==> src/rtl/jk_bank_ctrl_pkg.sv <==
// Shared encodings for the JK bank controller: command opcodes and FSM states.
// Every file that decodes commands or walks the FSM imports this package.
package jk_bank_ctrl_pkg;

    typedef enum logic [1:0] {
        OP_HOLD  = 2'b00,
        OP_LOAD  = 2'b01,
        OP_COUNT = 2'b10,
        OP_CLEAR = 2'b11
    } op_e;

    typedef enum logic [1:0] {
        ST_IDLE = 2'b00,
        ST_EXEC = 2'b01,
        ST_DONE = 2'b10
    } state_e;

endpackage

==> src/rtl/jk_bank_ctrl_cell.sv <==
// Single JK flip-flop with synchronous active-low reset.
// It is replicated once per bit of the controlled bank.
module jk_cell (
    input  logic clk,
    input  logic rst_n,
    input  logic j,
    input  logic k,
    output logic q
);

    logic q_r;

    // JK storage: hold, clear, set or toggle according to {j,k}
    always_ff @(posedge clk) begin
        if (!rst_n) begin
            q_r <= 1'b0;
        end else begin
            case ({j, k})
                2'b00:   q_r <= q_r;
                2'b01:   q_r <= 1'b0;
                2'b10:   q_r <= 1'b1;
                2'b11:   q_r <= ~q_r;
                default: q_r <= q_r;
            endcase
        end
    end

    assign q = q_r;

endmodule

==> src/rtl/jk_bank_ctrl.sv <==
// Command-driven sequencer for a bank of JK flip-flops: HOLD/LOAD/CLEAR/COUNT
// through a valid/ready handshake, with done and wrap pulses.
module jk_bank_ctrl
    import jk_bank_ctrl_pkg::*;
#(
    parameter int WIDTH = 4,
    parameter int LEN_W = 8
) (
    input  logic             clk,
    input  logic             rst_n,
    input  logic             cmd_valid,
    output logic             cmd_ready,
    input  logic [1:0]       cmd_op,
    input  logic [WIDTH-1:0] cmd_data,
    input  logic [LEN_W-1:0] cmd_len,
    output logic [WIDTH-1:0] q,
    output logic             busy,
    output logic             done,
    output logic             wrap
);

    state_e             state_r;
    state_e             state_nxt_s;
    op_e                op_r;
    logic [WIDTH-1:0]   data_r;
    logic [LEN_W-1:0]   len_r;
    logic [LEN_W-1:0]   step_r;
    logic               wrap_r;
    logic               accept_s;
    logic               last_step_s;
    logic               zero_count_s;
    logic [WIDTH-1:0]   j_s;
    logic [WIDTH-1:0]   k_s;
    logic [WIDTH-1:0]   carry_s;
    logic [WIDTH-1:0]   q_s;

    assign accept_s     = cmd_valid && (state_r == ST_IDLE);
    assign zero_count_s = (op_e'(cmd_op) == OP_COUNT) && (cmd_len == {LEN_W{1'b0}});
    assign last_step_s  = (step_r == (len_r - LEN_W'(1)));

    // FSM state register
    always_ff @(posedge clk) begin
        if (!rst_n) begin
            state_r <= ST_IDLE;
        end else begin
            state_r <= state_nxt_s;
        end
    end

    // FSM next-state decode; a zero-length COUNT skips EXEC entirely
    always_comb begin
        state_nxt_s = state_r;
        case (state_r)
            ST_IDLE: begin
                if (accept_s) begin
                    if (zero_count_s) begin
                        state_nxt_s = ST_DONE;
                    end else begin
                        state_nxt_s = ST_EXEC;
                    end
                end else begin
                    state_nxt_s = ST_IDLE;
                end
            end
            ST_EXEC: begin
                if ((op_r != OP_COUNT) || last_step_s) begin
                    state_nxt_s = ST_DONE;
                end else begin
                    state_nxt_s = ST_EXEC;
                end
            end
            ST_DONE: state_nxt_s = ST_IDLE;
            default: state_nxt_s = ST_IDLE;
        endcase
    end

    // Command latch and EXEC step counter
    always_ff @(posedge clk) begin
        if (!rst_n) begin
            op_r   <= OP_HOLD;
            data_r <= {WIDTH{1'b0}};
            len_r  <= {LEN_W{1'b0}};
            step_r <= {LEN_W{1'b0}};
        end else if (accept_s) begin
            op_r   <= op_e'(cmd_op);
            data_r <= cmd_data;
            len_r  <= cmd_len;
            step_r <= {LEN_W{1'b0}};
        end else if (state_r == ST_EXEC) begin
            op_r   <= op_r;
            data_r <= data_r;
            len_r  <= len_r;
            step_r <= step_r + LEN_W'(1);
        end else begin
            op_r   <= op_r;
            data_r <= data_r;
            len_r  <= len_r;
            step_r <= step_r;
        end
    end

    // Ripple of "all lower bits set" forms the up-counter toggle enables
    always_comb begin
        carry_s    = {WIDTH{1'b0}};
        carry_s[0] = 1'b1;
        for (int i = 1; i < WIDTH; i++) begin
            carry_s[i] = carry_s[i-1] & q_s[i-1];
        end
    end

    // FSM outputs: handshake flags and the bank's J/K drive
    always_comb begin
        j_s       = {WIDTH{1'b0}};
        k_s       = {WIDTH{1'b0}};
        cmd_ready = 1'b0;
        busy      = 1'b0;
        done      = 1'b0;
        case (state_r)
            ST_IDLE: begin
                cmd_ready = 1'b1;
            end
            ST_EXEC: begin
                busy = 1'b1;
                case (op_r)
                    OP_HOLD: begin
                        j_s = {WIDTH{1'b0}};
                        k_s = {WIDTH{1'b0}};
                    end
                    OP_LOAD: begin
                        j_s = data_r;
                        k_s = ~data_r;
                    end
                    OP_COUNT: begin
                        j_s = carry_s;
                        k_s = carry_s;
                    end
                    OP_CLEAR: begin
                        j_s = {WIDTH{1'b0}};
                        k_s = {WIDTH{1'b1}};
                    end
                    default: begin
                        j_s = {WIDTH{1'b0}};
                        k_s = {WIDTH{1'b0}};
                    end
                endcase
            end
            ST_DONE: begin
                busy = 1'b1;
                done = 1'b1;
            end
            default: begin
                cmd_ready = 1'b0;
            end
        endcase
    end

    // Wrap pulse: flags the count step that rolls all-ones over to zero
    always_ff @(posedge clk) begin
        if (!rst_n) begin
            wrap_r <= 1'b0;
        end else begin
            wrap_r <= (state_r == ST_EXEC) && (op_r == OP_COUNT) && (q_s == {WIDTH{1'b1}});
        end
    end

    genvar gi;
    generate
        for (gi = 0; gi < WIDTH; gi++) begin : g_cell
            jk_cell u_cell (
                .clk   (clk),
                .rst_n (rst_n),
                .j     (j_s[gi]),
                .k     (k_s[gi]),
                .q     (q_s[gi])
            );
        end
    endgenerate

    assign q    = q_s;
    assign wrap = wrap_r;

endmodule
==> config.mk <==
export PLATFORM = sky130hd
export DESIGN_NAME = jk_bank_ctrl
export DESIGN_NICKNAME = d
export VERILOG_FILES = /design/src/rtl/jk_bank_ctrl_pkg.sv /design/src/rtl/jk_bank_ctrl_cell.sv /design/src/rtl/jk_bank_ctrl.sv
export SDC_FILE = /design/constraint.sdc
export NUM_CORES = 1
export LEC_CHECK = 0
export BUFFER_PORTS_ARGS = -buffer_cell sky130_fd_sc_hd__buf_2
export CAP_MARGIN = 20
export CORE_UTILIZATION = 55
export DETAILED_ROUTE_END_ITERATION = 7
export HOLD_SLACK_MARGIN = 0.1
export PLACE_DENSITY = 0.78
export SYNTH_ARGS = -nofsm -noshare
export SYNTH_HDL_FRONTEND = slang
export SYNTH_SLANG_ARGS = --single-unit
==> constraint.sdc <==
create_clock -name clk -period 1.59 [get_ports clk]
set_input_delay 0.0795 -clock clk [delete_from_list [all_inputs] [get_ports clk]]
set_output_delay 0.0795 -clock clk [all_outputs]
set_load 0.01 [all_outputs]
==> out/summary.json <==
{
  "timing": {
    "period_minus_slack_ns": 1.53,
    "fmax_mhz": 653,
    "post-route-period-util_pct": 96.3,
    "timing.final.hold_violations": 0,
    "max_slew.worst_pin.slew_ns": 0.319,
    "totalNegativeSetupSlack_ns": 0,
    "timing.clock.skew_ns": 0.00443,
    "slew_viol_final": 0,
    "max_slew_margin_pct": 78.6,
    "setup_repair_after_global_routing_missed_its_margin": "yes",
    "finalSetupViolCount": 0
  },
  "final_layout": {
    "most-common-layout-cells": "41 x sky130_fd_sc_hd__nand2_1, 26 x sky130_fd_sc_hd__dfxtp_1, 24 x sky130_fd_sc_hd__buf_2",
    "nNetsFinal": 253,
    "most_common_cell_after_layout_fill_and_taps_aside": "sky130_fd_sc_hd__nand2_1",
    "drive_gt1_share_pct": 22.0,
    "synthToLayoutAreaGrowth_pct": 25.1,
    "layout.core_utilization_pct": 75.4,
    "n_fill_cell": 177,
    "antennaDiodeCount": 0,
    "stdcell_count": 262,
    "stdcell_area_um2": 1950
  },
  "global_routing": {
    "grt_first_pass_wirelength_um": 5660,
    "number_of_antenna_violations_at_the_first_check_in_global_routing": 0,
    "grt_max_degree": 21,
    "first_global_vias": 1364,
    "global_route.overflow_total": 0,
    "total_routing_usage_gr_pct": 23.5
  },
  "power_and_ir_drop": {
    "totalPowerFinal_mw": 1.53,
    "vdd_ir_drop_max_uv": 914,
    "power.density_nw_per_um2": 785,
    "power.static_leakage_nw": 0.794
  },
  "die": {
    "placeable_core_region_um2": 2590,
    "fp-row-count": 18,
    "fp.dieArea_um2": 3060,
    "top_level_ports": 25,
    "height_of_the_die_um": 55.3,
    "initial_core_util_pct": 60.3,
    "width_of_the_die_um": 55.3
  },
  "synth": {
    "synth.yosys.warnings": 0,
    "synth_enable_flop_cells": 0,
    "synth_area_um2": 1560,
    "synth_area_leader_cell": "sky130_fd_sc_hd__dfxtp_1",
    "number_of_library_cell_types_mapped_by_synthesis": 38,
    "synthesis.area_per_instance_um2": 8.26,
    "most_instantiated_flip_flop_cell_in_the_synthesis_netlist": "sky130_fd_sc_hd__dfxtp_1",
    "netlist_instances": 189,
    "ys_ff_latch": 29,
    "syn-num-nets": 211,
    "post-synth-top-area-fraction_pct": 37.2,
    "netlist_top_cells_area": "sky130_fd_sc_hd__dfxtp_1 37%, sky130_fd_sc_hd__nand2_1 9.9%, sky130_fd_sc_hd__a21boi_0 6.7%",
    "ys_seq_area_share_pct": 37.2,
    "synthArstFlopShare_pct": 0
  },
  "clocking": {
    "clock_tree.buffer_depth": 2,
    "number_of_cts_inserted_buffers": 5,
    "cts.reportedPaths.clkPinSlew_ns": 0.09,
    "htreeDepth": 2,
    "clock_insertion_delay_worst_skew_ns": 0.32,
    "post_cts.repair.setup_buffers": 0,
    "clock_sink_count": 29,
    "tritoncts": "built",
    "clk_root_buffer_cell": "sky130_fd_sc_hd__clkbuf_4"
  },
  "critical_path": {
    "path_cells": "inv_1 > ha_4 > and3_1 > nand4_1 > and3_1 > a32oi_1 > o21a_1",
    "timing.critical_path.required_ns": 1.87,
    "path_class": "flip-flop to flip-flop",
    "critical_path_peak_fanout": 4,
    "critPathLaunchType": "flip-flop",
    "timing.critical_path.buf_inv": 1,
    "cp.arrival_ns": 1.81,
    "crit_path_end_kind": "flip-flop",
    "critical-path-slowest-cell": "sky130_fd_sc_hd__dfxtp_1",
    "cpLargestDelayFamily": "simple AND/OR/NAND/NOR gates",
    "crit_path_frequent_cell": "sky130_fd_sc_hd__and3_1",
    "cpPeakStageDelay_ns": 0.32
  },
  "drt": {
    "met2RoutedLength_um": 1640,
    "finalWirelength_um": 3450,
    "detail_route.first_pass.iterations": 4,
    "drt.antenna.violating_nets": 0,
    "route.detailed.vias_per_inst": 5.57,
    "wl_per_cell_um": 13.1,
    "wl_met3_um": 196,
    "dr.max_layer_used": "met4",
    "drc": 0,
    "initialDrtViolationCount": 44,
    "wl_met1_um": 1540,
    "num_vias": 1460
  },
  "placement": {
    "dpl.cell_count": 240,
    "placement.cell_area_um2": 1720,
    "gp_congestion": 0.812,
    "port-buffer-count": 24,
    "detailed_place_hpwl_um": 2470
  },
  "status": {
    "status": "finished clean"
  },
  "job": {
    "max_cap_viols": 0
  },
  "min_path": {
    "holdCritPathClass": "primary input to flip-flop"
  }
}
-- routing by layer --
| metal | track usage, % | up-vias |
|---|---|---|
| met5 | 0 | - |
| met2 | 37.3 | 49 |
| met4 | 11.1 | 0 |
| li1 | - | 732 |
| met1 | 30.4 | 670 |
| met3 | 4.92 | 9 |
-- stage by stage --
stage	hold WS [ns]	setup WS, ns
floorplan	0.224	0.146
global placement	0.329	0.116
detailed placement	0.338	0.0761
CTS	0.168	0.0429
global route	0.186	-0.0310
finish	0.179	0.0586
-- cells in the mapped netlist, types with 2 or more instances --
cell type	n
sky130_fd_sc_hd__a21boi_0	14
sky130_fd_sc_hd__xnor2_1	4
sky130_fd_sc_hd__nand2_1	41
sky130_fd_sc_hd__o21a_1	2
sky130_fd_sc_hd__xor2_1	9
sky130_fd_sc_hd__nor3b_1	2
sky130_fd_sc_hd__a32oi_1	2
sky130_fd_sc_hd__dfxtp_1	29
sky130_fd_sc_hd__nor3_1	2
sky130_fd_sc_hd__or3_1	2
sky130_fd_sc_hd__nand4_1	6
sky130_fd_sc_hd__clkbuf_1	5
sky130_fd_sc_hd__inv_1	7
sky130_fd_sc_hd__and3_1	4
sky130_fd_sc_hd__nor4_2	2
sky130_fd_sc_hd__nor2_1	9
sky130_fd_sc_hd__buf_4	4
sky130_fd_sc_hd__o21ai_0	10
sky130_fd_sc_hd__ha_1	5
sky130_fd_sc_hd__nor2b_1	6
sky130_fd_sc_hd__a22oi_1	2
sky130_fd_sc_hd__a21oi_1	6
-- kinds of logic after synthesis --
family	Yosys count	share of synthesized area, %
AOI/OAI and AO/OA	40	17.1
xor gates and xnor gates	13	7.29
adders and majority gates	5	4.01
buffers and inverters	17	5.05
DFF	29	37.2
muxes	1	0.641
and+or+nand+nor	84	28.8
-- state kept, by name (all words and copies together), names as in the netlist --
| signal | cells |
|---|---|
| len_r | 8 |
| g_cell.u_cell.q | 4 |
| wrap | 1 |
| op_r | 2 |
| data_r | 4 |
| step_r | 8 |
| state_r | 2 |
-- worst paths after layout --
| check | from | to | slack (ns) | depth (start not counted) |
|---|---|---|---|---|
| setup / recovery | state_r[0] | state_r[1] | 0.06 | 7 |
| hold / removal | rst_n | state_r[0] | 0.18 | 4 |
| setup reg to reg | state_r[0] | state_r[1] | 0.06 | 7 |
| hold reg to reg | data_r[2] | data_r[2] | 0.47 | 2 |
-- power breakdown --
part / switching [mW] / internal, mW / total (mW)
clock network: 0.255 / 0.168 / 0.423
logic: 0.158 / 0.154 / 0.312
registers: 0.0398 / 0.759 / 0.799
total: 0.452 / 1.08 / 1.53
-- timing repair --
item | CTS | global route
gates resized for setup | 0 | 13
setup endpoints to repair | 0 | 2
hold endpoints to repair | 15 | 0
hold buffers | 14 | 0
-- worst min-delay path, cell delays in order --
cell and delay [ns]:
sky130_fd_sc_hd__buf_2 0.09, sky130_fd_sc_hd__and3_1 0.18, sky130_fd_sc_hd__a32oi_1 0.07, sky130_fd_sc_hd__o31ai_1 0.06
-- layout make-up --
type / instances / area [µm²] / area share (%)
Clock buffer: 6 / 41.3 / 2.11
Sequential cell: 29 / 587 / 30.0
Multi-Input combinational cell: 143 / 936 / 47.9
Tap cell: 30 / 37.5 / 1.92
Inverter: 7 / 28.8 / 1.47
Clock inverter: 2 / 10.0 / 0.512
Timing Repair Buffer: 45 / 313 / 16.0
Power figures use the tool's default switching activity.
